File: config.mk
export PLATFORM = sky130hd
export DESIGN_NAME = ps2_key_mapper
export DESIGN_NICKNAME = d
export VERILOG_FILES = /design/src/rtl/ps2_key_mapper.sv
export SDC_FILE = /design/constraint.sdc
export NUM_CORES = 1
export LEC_CHECK = 0
export BUFFER_PORTS_ARGS = -buffer_cell sky130_fd_sc_hd__clkbuf_2
export CAP_MARGIN = 25
export CORE_MARGIN = 2
export CORE_UTILIZATION = 55
export DETAILED_ROUTE_END_ITERATION = 16
export PLACE_DENSITY = 0.85
export SLEW_MARGIN = 10
export SYNTH_ARGS = -nofsm -noshare
export SYNTH_HDL_FRONTEND = slang
export SYNTH_SLANG_ARGS = --single-unit
File: constraint.sdc
create_clock -name clk -period 2.55 [get_ports clk]
set_input_delay 0.3825 -clock clk [delete_from_list [all_inputs] [get_ports clk]]
set_output_delay 0.3825 -clock clk [all_outputs]
set_load 0.1 [all_outputs]
File: src/rtl/ps2_key_mapper.sv
// PS/2 Scan Code Set 2 decoder: turns make/break byte sequences into the note gate,
// step pulses and ADSR selector consumed by the synth IO controller.
module ps2_key_mapper #(
    parameter int TIMEOUT_CYCLES = 1_000_000
) (
    input  logic       clk,
    input  logic       reset,
    input  logic [7:0] scan_code,
    input  logic       scan_valid,
    output logic       note_in,
    output logic [3:0] note,
    output logic       note_trig,
    output logic       octave_plus_plus,
    output logic       octave_minus_minus,
    output logic       amp_plus_plus,
    output logic       amp_minus_minus,
    output logic [1:0] ADSR_selector,
    output logic       ADSR_plus_plus,
    output logic       ADSR_minus_minus
);

    localparam int CNT_W = $clog2(TIMEOUT_CYCLES) + 1;
    localparam logic [CNT_W-1:0] CNT_LAST = CNT_W'(TIMEOUT_CYCLES - 1);

    typedef enum logic [1:0] {IDLE, BRK, EXT, EXT_BRK} state_t;

    state_t           r_state;
    logic [CNT_W-1:0] r_cnt;
    logic [7:0]       r_held_code;
    logic [4:0]       w_note_hit;

    // {is_note, note_number} for a make code
    function automatic logic [4:0] note_lookup(input logic [7:0] c);
        case (c)
            8'h1C: note_lookup = {1'b1, 4'd0};
            8'h1D: note_lookup = {1'b1, 4'd1};
            8'h1B: note_lookup = {1'b1, 4'd2};
            8'h24: note_lookup = {1'b1, 4'd3};
            8'h23: note_lookup = {1'b1, 4'd4};
            8'h2B: note_lookup = {1'b1, 4'd5};
            8'h2C: note_lookup = {1'b1, 4'd6};
            8'h34: note_lookup = {1'b1, 4'd7};
            8'h35: note_lookup = {1'b1, 4'd8};
            8'h33: note_lookup = {1'b1, 4'd9};
            8'h3C: note_lookup = {1'b1, 4'd10};
            8'h3B: note_lookup = {1'b1, 4'd11};
            8'h42: note_lookup = {1'b1, 4'd12};
            default: note_lookup = 5'd0;
        endcase
    endfunction

    assign w_note_hit = note_lookup(scan_code);

    always_ff @(posedge clk or posedge reset) begin
        if (reset) begin
            r_state            <= IDLE;
            r_cnt              <= '0;
            r_held_code        <= '0;
            note_in            <= 1'b0;
            note               <= '0;
            note_trig          <= 1'b0;
            octave_plus_plus   <= 1'b0;
            octave_minus_minus <= 1'b0;
            amp_plus_plus      <= 1'b0;
            amp_minus_minus    <= 1'b0;
            ADSR_selector      <= '0;
            ADSR_plus_plus     <= 1'b0;
            ADSR_minus_minus   <= 1'b0;
        end else begin
            note_trig          <= 1'b0;
            octave_plus_plus   <= 1'b0;
            octave_minus_minus <= 1'b0;
            amp_plus_plus      <= 1'b0;
            amp_minus_minus    <= 1'b0;
            ADSR_plus_plus     <= 1'b0;
            ADSR_minus_minus   <= 1'b0;

            // A byte always beats the timeout; it is decoded in the pending state
            if (scan_valid) begin
                r_cnt <= '0;
                case (r_state)
                    IDLE: begin
                        if (scan_code == 8'hF0) begin
                            r_state <= BRK;
                        end else if (scan_code == 8'hE0) begin
                            r_state <= EXT;
                        end else if (w_note_hit[4]) begin
                            if (!note_in || scan_code != r_held_code) begin
                                note        <= w_note_hit[3:0];
                                r_held_code <= scan_code;
                                note_in     <= 1'b1;
                                note_trig   <= 1'b1;
                            end
                        end else begin
                            case (scan_code)
                                8'h1A: octave_minus_minus <= 1'b1;
                                8'h22: octave_plus_plus   <= 1'b1;
                                8'h21: amp_minus_minus    <= 1'b1;
                                8'h2A: amp_plus_plus      <= 1'b1;
                                8'h16: ADSR_selector      <= 2'd0;
                                8'h1E: ADSR_selector      <= 2'd1;
                                8'h26: ADSR_selector      <= 2'd2;
                                8'h25: ADSR_selector      <= 2'd3;
                                8'h4E: ADSR_minus_minus   <= 1'b1;
                                8'h55: ADSR_plus_plus     <= 1'b1;
                                default: ;
                            endcase
                        end
                    end
                    BRK: begin
                        if (w_note_hit[4] && scan_code == r_held_code)
                            note_in <= 1'b0;
                        r_state <= IDLE;
                    end
                    EXT:     r_state <= (scan_code == 8'hF0) ? EXT_BRK : IDLE;
                    default: r_state <= IDLE;
                endcase
            end else if (r_state != IDLE) begin
                if (r_cnt == CNT_LAST) begin
                    r_state <= IDLE;
                    r_cnt   <= '0;
                end else begin
                    r_cnt <= r_cnt + 1'b1;
                end
            end else begin
                r_cnt <= '0;
            end
        end
    end

endmodule

; ---- Word level (Yosys, flattened, before mapping)
; Index checks and enable logic that the tools add are counted.
[classes]
magnitude_cmp = 0
add_sub_neg = 1
n_bitwise = 3
reduce_logical = 13
shift = 0
div = 0
mul = 0
muxes = 60
eq_ne = 36
[op_table]
columns = op, count
row1 = "8-bit by 6-bit equality test with 1-bit output, second input constant", 14
row2 = 5-bit case mux with 13 select lines, 1
row3 = 21-bit 2-to-1 mux, 3
row4 = "8-bit by 5-bit equality test with 1-bit output, second input constant", 6
row5 = 1-bit 2-to-1 mux, 47
row6 = "8-bit by 7-bit equality test with 1-bit output, second input constant", 3
row7 = "21-bit by 1-bit adder with 21-bit output, second input constant", 1
row8 = "21-bit by 20-bit equality test with 1-bit output, second input constant", 1
row9 = "8-bit equality test, second input constant", 2
row10 = 2-bit 2-to-1 mux, 6
row11 = 6-bit AND reduction, 2
row12 = "2-bit != test, second input constant", 5
row13 = 8-bit equality test, 1
row14 = 8-bit != test, 1
row15 = 2-bit case mux with 4 select lines, 1
row16 = 2-bit nonzero test, 4
row17 = 7-bit AND reduction, 1
row18 = "4-bit != test, second input constant", 1
row19 = 2-bit case mux with 2 select lines, 1
row20 = 4-bit nonzero test, 1
row21 = 1-bit inverter, 3
row22 = 3-bit AND reduction, 1
row23 = "2-bit by 1-bit equality test with 1-bit output, second input constant", 1
row24 = "2-bit equality test, second input constant", 1
row25 = 5 further kinds, 5
[word_totals]
latch_bits = 0
reg_bits = 45
ramBits = 0
wordCells = 126
memories = 0
out_inout_bits = 14
romBits = 0
inputBits = 11

; ---- Longest topological paths before layout
[depth]
depth_word = 8
mapped_depth = 7
depth_no_buf = 5

; ---- Worst setup path before layout
; OpenSTA, ideal clock, no wires.
[synth_path]
path_kind = input port to flip-flop
startpoint = in scan_code[7]
endpoint = reg note[0]
setup_ns = 0.128
arrival_ns = 2.001
n_path_buf = 2
slack_ns = 0.421
path_stages = 7
required_ns = 2.422
cell_sequence = buf_2 nor3b_2 and4b_1 a31oi_1 a221oi_4 buf_6 mux2_1
[synth_between]
elab_chain_cells = 3
elab_cells_between_ends = 21
cone_classes = eq/ne (16) / mux (1) / bitwise (2) / reduce/logical (2)
[synth_lines]
columns = element, line_no
row1 = "start, declared", 8  ; input logic [7:0] scan_code,
row2 = "8-bit by 7-bit equality test with 1-bit output, or another cell as far along", 34  ; case (c)
row3 = "5-bit case mux with 13 select lines, or another cell as far along", 34
row4 = 6-bit AND reduction (no line), -
row5 = "end signal, assigned", 89  ; note <= w_note_hit[3:0];
row6 = "end, declared", 11  ; output logic [3:0] note,
; Several ways; a longest one is shown, not always the timed one.
; A chain may end at the register's enable or synchronous reset.

; ---- Worst setup path in the final report
[layout_path]
startpoint = in scan_code[1]
endpoint = reg r_held_code[5]
[layout_between]
elab_chain_cells = 3
elab_cells_between_ends = 21
cone_classes = eq/ne (16) / mux (1) / bitwise (2) / reduce/logical (2)
[layout_lines]
columns = element, line_no
row1 = "8-bit by 7-bit equality test with 1-bit output, or another cell as far along", 34
row2 = "5-bit case mux with 13 select lines, or another cell as far along", 34
row3 = 6-bit AND reduction (no line) (*), -
row4 = "end signal, assigned", 90  ; r_held_code <= scan_code;
row5 = "end, declared", 29  ; logic [7:0] r_held_code;
; Every way passes the cells marked *; elsewhere a longest branch is shown, timed or not.

==> flow_metrics.tcl <==
set metrics [dict create \
    outcome "finished, final reports clean" \
    core_region_area_um2 4320 \
    required_ns 2.73 \
    rr_startpoint "r_state[0]" \
    clock_latency_ns 0.30 \
    post-route-drc-count 0 \
    syn_inst 247 \
    cts_max_level 2 \
    layout-drive-gt1-share 0.177 \
    finalCritPeriodShare 0.811 \
    grt_max_degree 46 \
    area_growth_pct 11.4 \
    fin_cells 323 \
    powerDensity_nw_per_um2 578 \
    rsz0062_at_grt "false" \
    ys_ff_latch 45 \
    dp_slack_ns 0.187 \
    die-area_um2 5040 \
    grt-ovfl-total 0 \
    drtAntennaViolNets 0 \
    cts_num_sinks 45 \
    setup_tns_ns 0 \
    end_kind "flop" \
    slew_violations 0 \
    fin_crit_ns 2.07 \
    wirelength_um 4570 \
    layout_setup_ws_ns 0.481 \
    synth_cell_type_count 51 \
    synth_area_um2 2470 \
    leakage_nw 1.19 \
    p_total_w 0.00159 \
    dr.pass1.iters 4 \
    drt_iter0_markers 171 \
    antenna_found_initial 0 \
    cts_setup_buffers 0 \
    clk_pin_slew_ns 0.08 \
    maxCapViolations 0 \
    r2r_cells 6 \
    r2r_end "r_held_code[5]" \
    vias 1852 \
    path_max_fanout 13 \
    r2r_slack_ns 0.71 \
    min_path_type "in2async" \
    wl_per_cell_um 14.1 \
    die_w_um 71.0 \
    crit_type "in2reg" \
    grt_pass1_wl_um 8110 \
    grt_usage 0.205 \
    antenna_cells 0 \
    startpoint_type "input port" \
    fmax_ghz 0.483 \
    port_buffers 24 \
    num_io_pins 25 \
    setup_viol 0 \
    clk_path_buf_depth 2 \
    synth_top_area_frac 0.456 \
    synthArstFlopShare 1.00 \
    finalHoldViolCount 0 \
    cts_root_buffer "clkbuf_8" \
    post-place-cells 315 \
    die_y_um 71.0 \
    ir_drop_mv 0.402 \
    synth-seq-area-share 0.456 \
    gp_congestion 0.903 \
    worst_clock_skew_ns 0.0117 \
    fp-row-count 24 \
    first_global_vias 1754 \
    cp-startpoint "scan_code[1]" \
    synth_fp_nets 259 \
    cp.arrival_ns 2.25 \
    cts_resized 0 \
    cts_tree "yes" \
    synth_area_leaders "dfrtp_1 46%, xnor2_1 6.7%, nor2_1 5.3%" \
    cts_hold_buf 0 \
    yosysWarnings 0 \
    synth_edf_count 0 \
    synth_ff_type "dfrtp_1" \
    avgSynthCellArea_um2 9.99 \
    cts_buffers 5 \
    vias_per_cell 5.73 \
    tightest_slew_ns 0.592 \
    synth_top_area_cell "dfrtp_1" \
    slew_headroom 0.599 \
    fillCellCount 365 \
    initial_core_util 0.571 \
    hpwl_um 3230 \
    final_nets 283 \
]
## cell usage after synthesis, types with 2 or more instances
| cell type | instances |
|---|---|
| nand2_1 | 18 |
| nor2_1 | 35 |
| inv_1 | 4 |
| xor2_1 | 10 |
| buf_4 | 2 |
| nor3b_1 | 2 |
| xnor2_1 | 19 |
| o22ai_1 | 2 |
| and4b_1 | 2 |
| nand2b_1 | 5 |
| nand4_1 | 7 |
| and4_1 | 4 |
| a21oi_1 | 6 |
| buf_2 | 5 |
| nand3b_1 | 2 |
| nor4_1 | 4 |
| a31oi_1 | 3 |
| clkbuf_1 | 5 |
| and3_1 | 6 |
| nor2b_1 | 3 |
| nor3_1 | 5 |
| nand3_1 | 10 |
| dfrtp_1 | 45 |
| nor3b_2 | 2 |
| mux2i_1 | 2 |
| o21ai_1 | 3 |
| and2_1 | 3 |
| mux2_1 | 10 |
## state kept, by name, indices dropped and copies added (netlist names)
register / flops
r_held_code: 8
ADSR_selector: 2
note: 4
r_state: 2
amp_plus_plus: 1
ADSR_plus_plus: 1
r_cnt: 21
octave_minus_minus: 1
note_trig: 1
amp_minus_minus: 1
octave_plus_plus: 1
note_in: 1
ADSR_minus_minus: 1
## layer usage
metal	vias up	track usage	wire length (um)
li1	912	-	-
met1	884	0.273	2030
met2	50	0.317	2260
met4	0	0.0901	36
met3	6	0.0541	247
met5	-	0	0
## cell families after synthesis
kind of cell	share of synthesized area
simple gates	0.265
flops	0.456
xor+xnor	0.103
compound gates	0.0811
buf+inv	0.0360
mux	0.0538
fa+ha+maj	0.00507
## worst max-delay path by stage
stage,cells past startpoint,to
CTS,7,r_held_code[5]
finish,7,r_held_code[5]
global route,7,r_held_code[5]
global placement,7,r_held_code[1]
detailed placement,7,r_held_code[4]
floorplan,7,note[0]
## cells in the final DEF (no fill, tap or decap), drive strengths merged, types with 2 or more instances in the layout
cell type	count
nor2b	3
nor3b	5
xnor2	19
clkbuf	29
and4	4
nand2b	6
nand3b	2
o21ai	4
dfrtp	45
a21oi	6
nand3	10
inv	4
buf	7
nor4	5
and3	6
mux2	10
o22ai	2
nor3	5
nor2	35
mux2i	2
nand4	7
nand2	18
and2	3
a31oi	3
xor2	10
and4b	2
nor4b	2
## worst max-delay path, cell delays in order
cell and delay [ns]:
clkbuf_2 0.20, nand2b_2 0.29, o22ai_1 0.18, a31oi_1 0.23, a221oi_4 0.37, buf_4 0.25
mux2_1 0.34
## through the flow
| stage | area (um^2) | hold slack, ns | utilization |
|---|---|---|---|
| 2_1_floorplan | 2470 | 0.480 | - |
| 3_3_place_gp | 2620 | 0.476 | 0.607 |
| 3_5_place_dp | 2620 | 0.488 | 0.607 |
| 4_1_cts | 2730 | 0.275 | 0.631 |
| 5_1_grt | 2750 | 0.0507 | 0.635 |
| 6_report | 2750 | 0.0305 | 0.635 |
## final cells by class
class	count	area, um^2	area share
Clock inverter	2	35.0	0.0128
Inverter	4	15.0	0.00546
Tap cell	52	65.1	0.0237
Sequential cell	45	1130	0.410
Timing Repair Buffer	31	185	0.0674
Multi-Input combinational cell	184	1250	0.456
Clock buffer	5	68.8	0.0250
## where the power goes
group	switching (W)	leakage [nW]	internal (W)
logic	0.000182	0.523	0.0000924
registers	0.0000373	0.611	0.000760
clock network	0.000231	0.0540	0.000285
(Power assumes the default switching activity.)
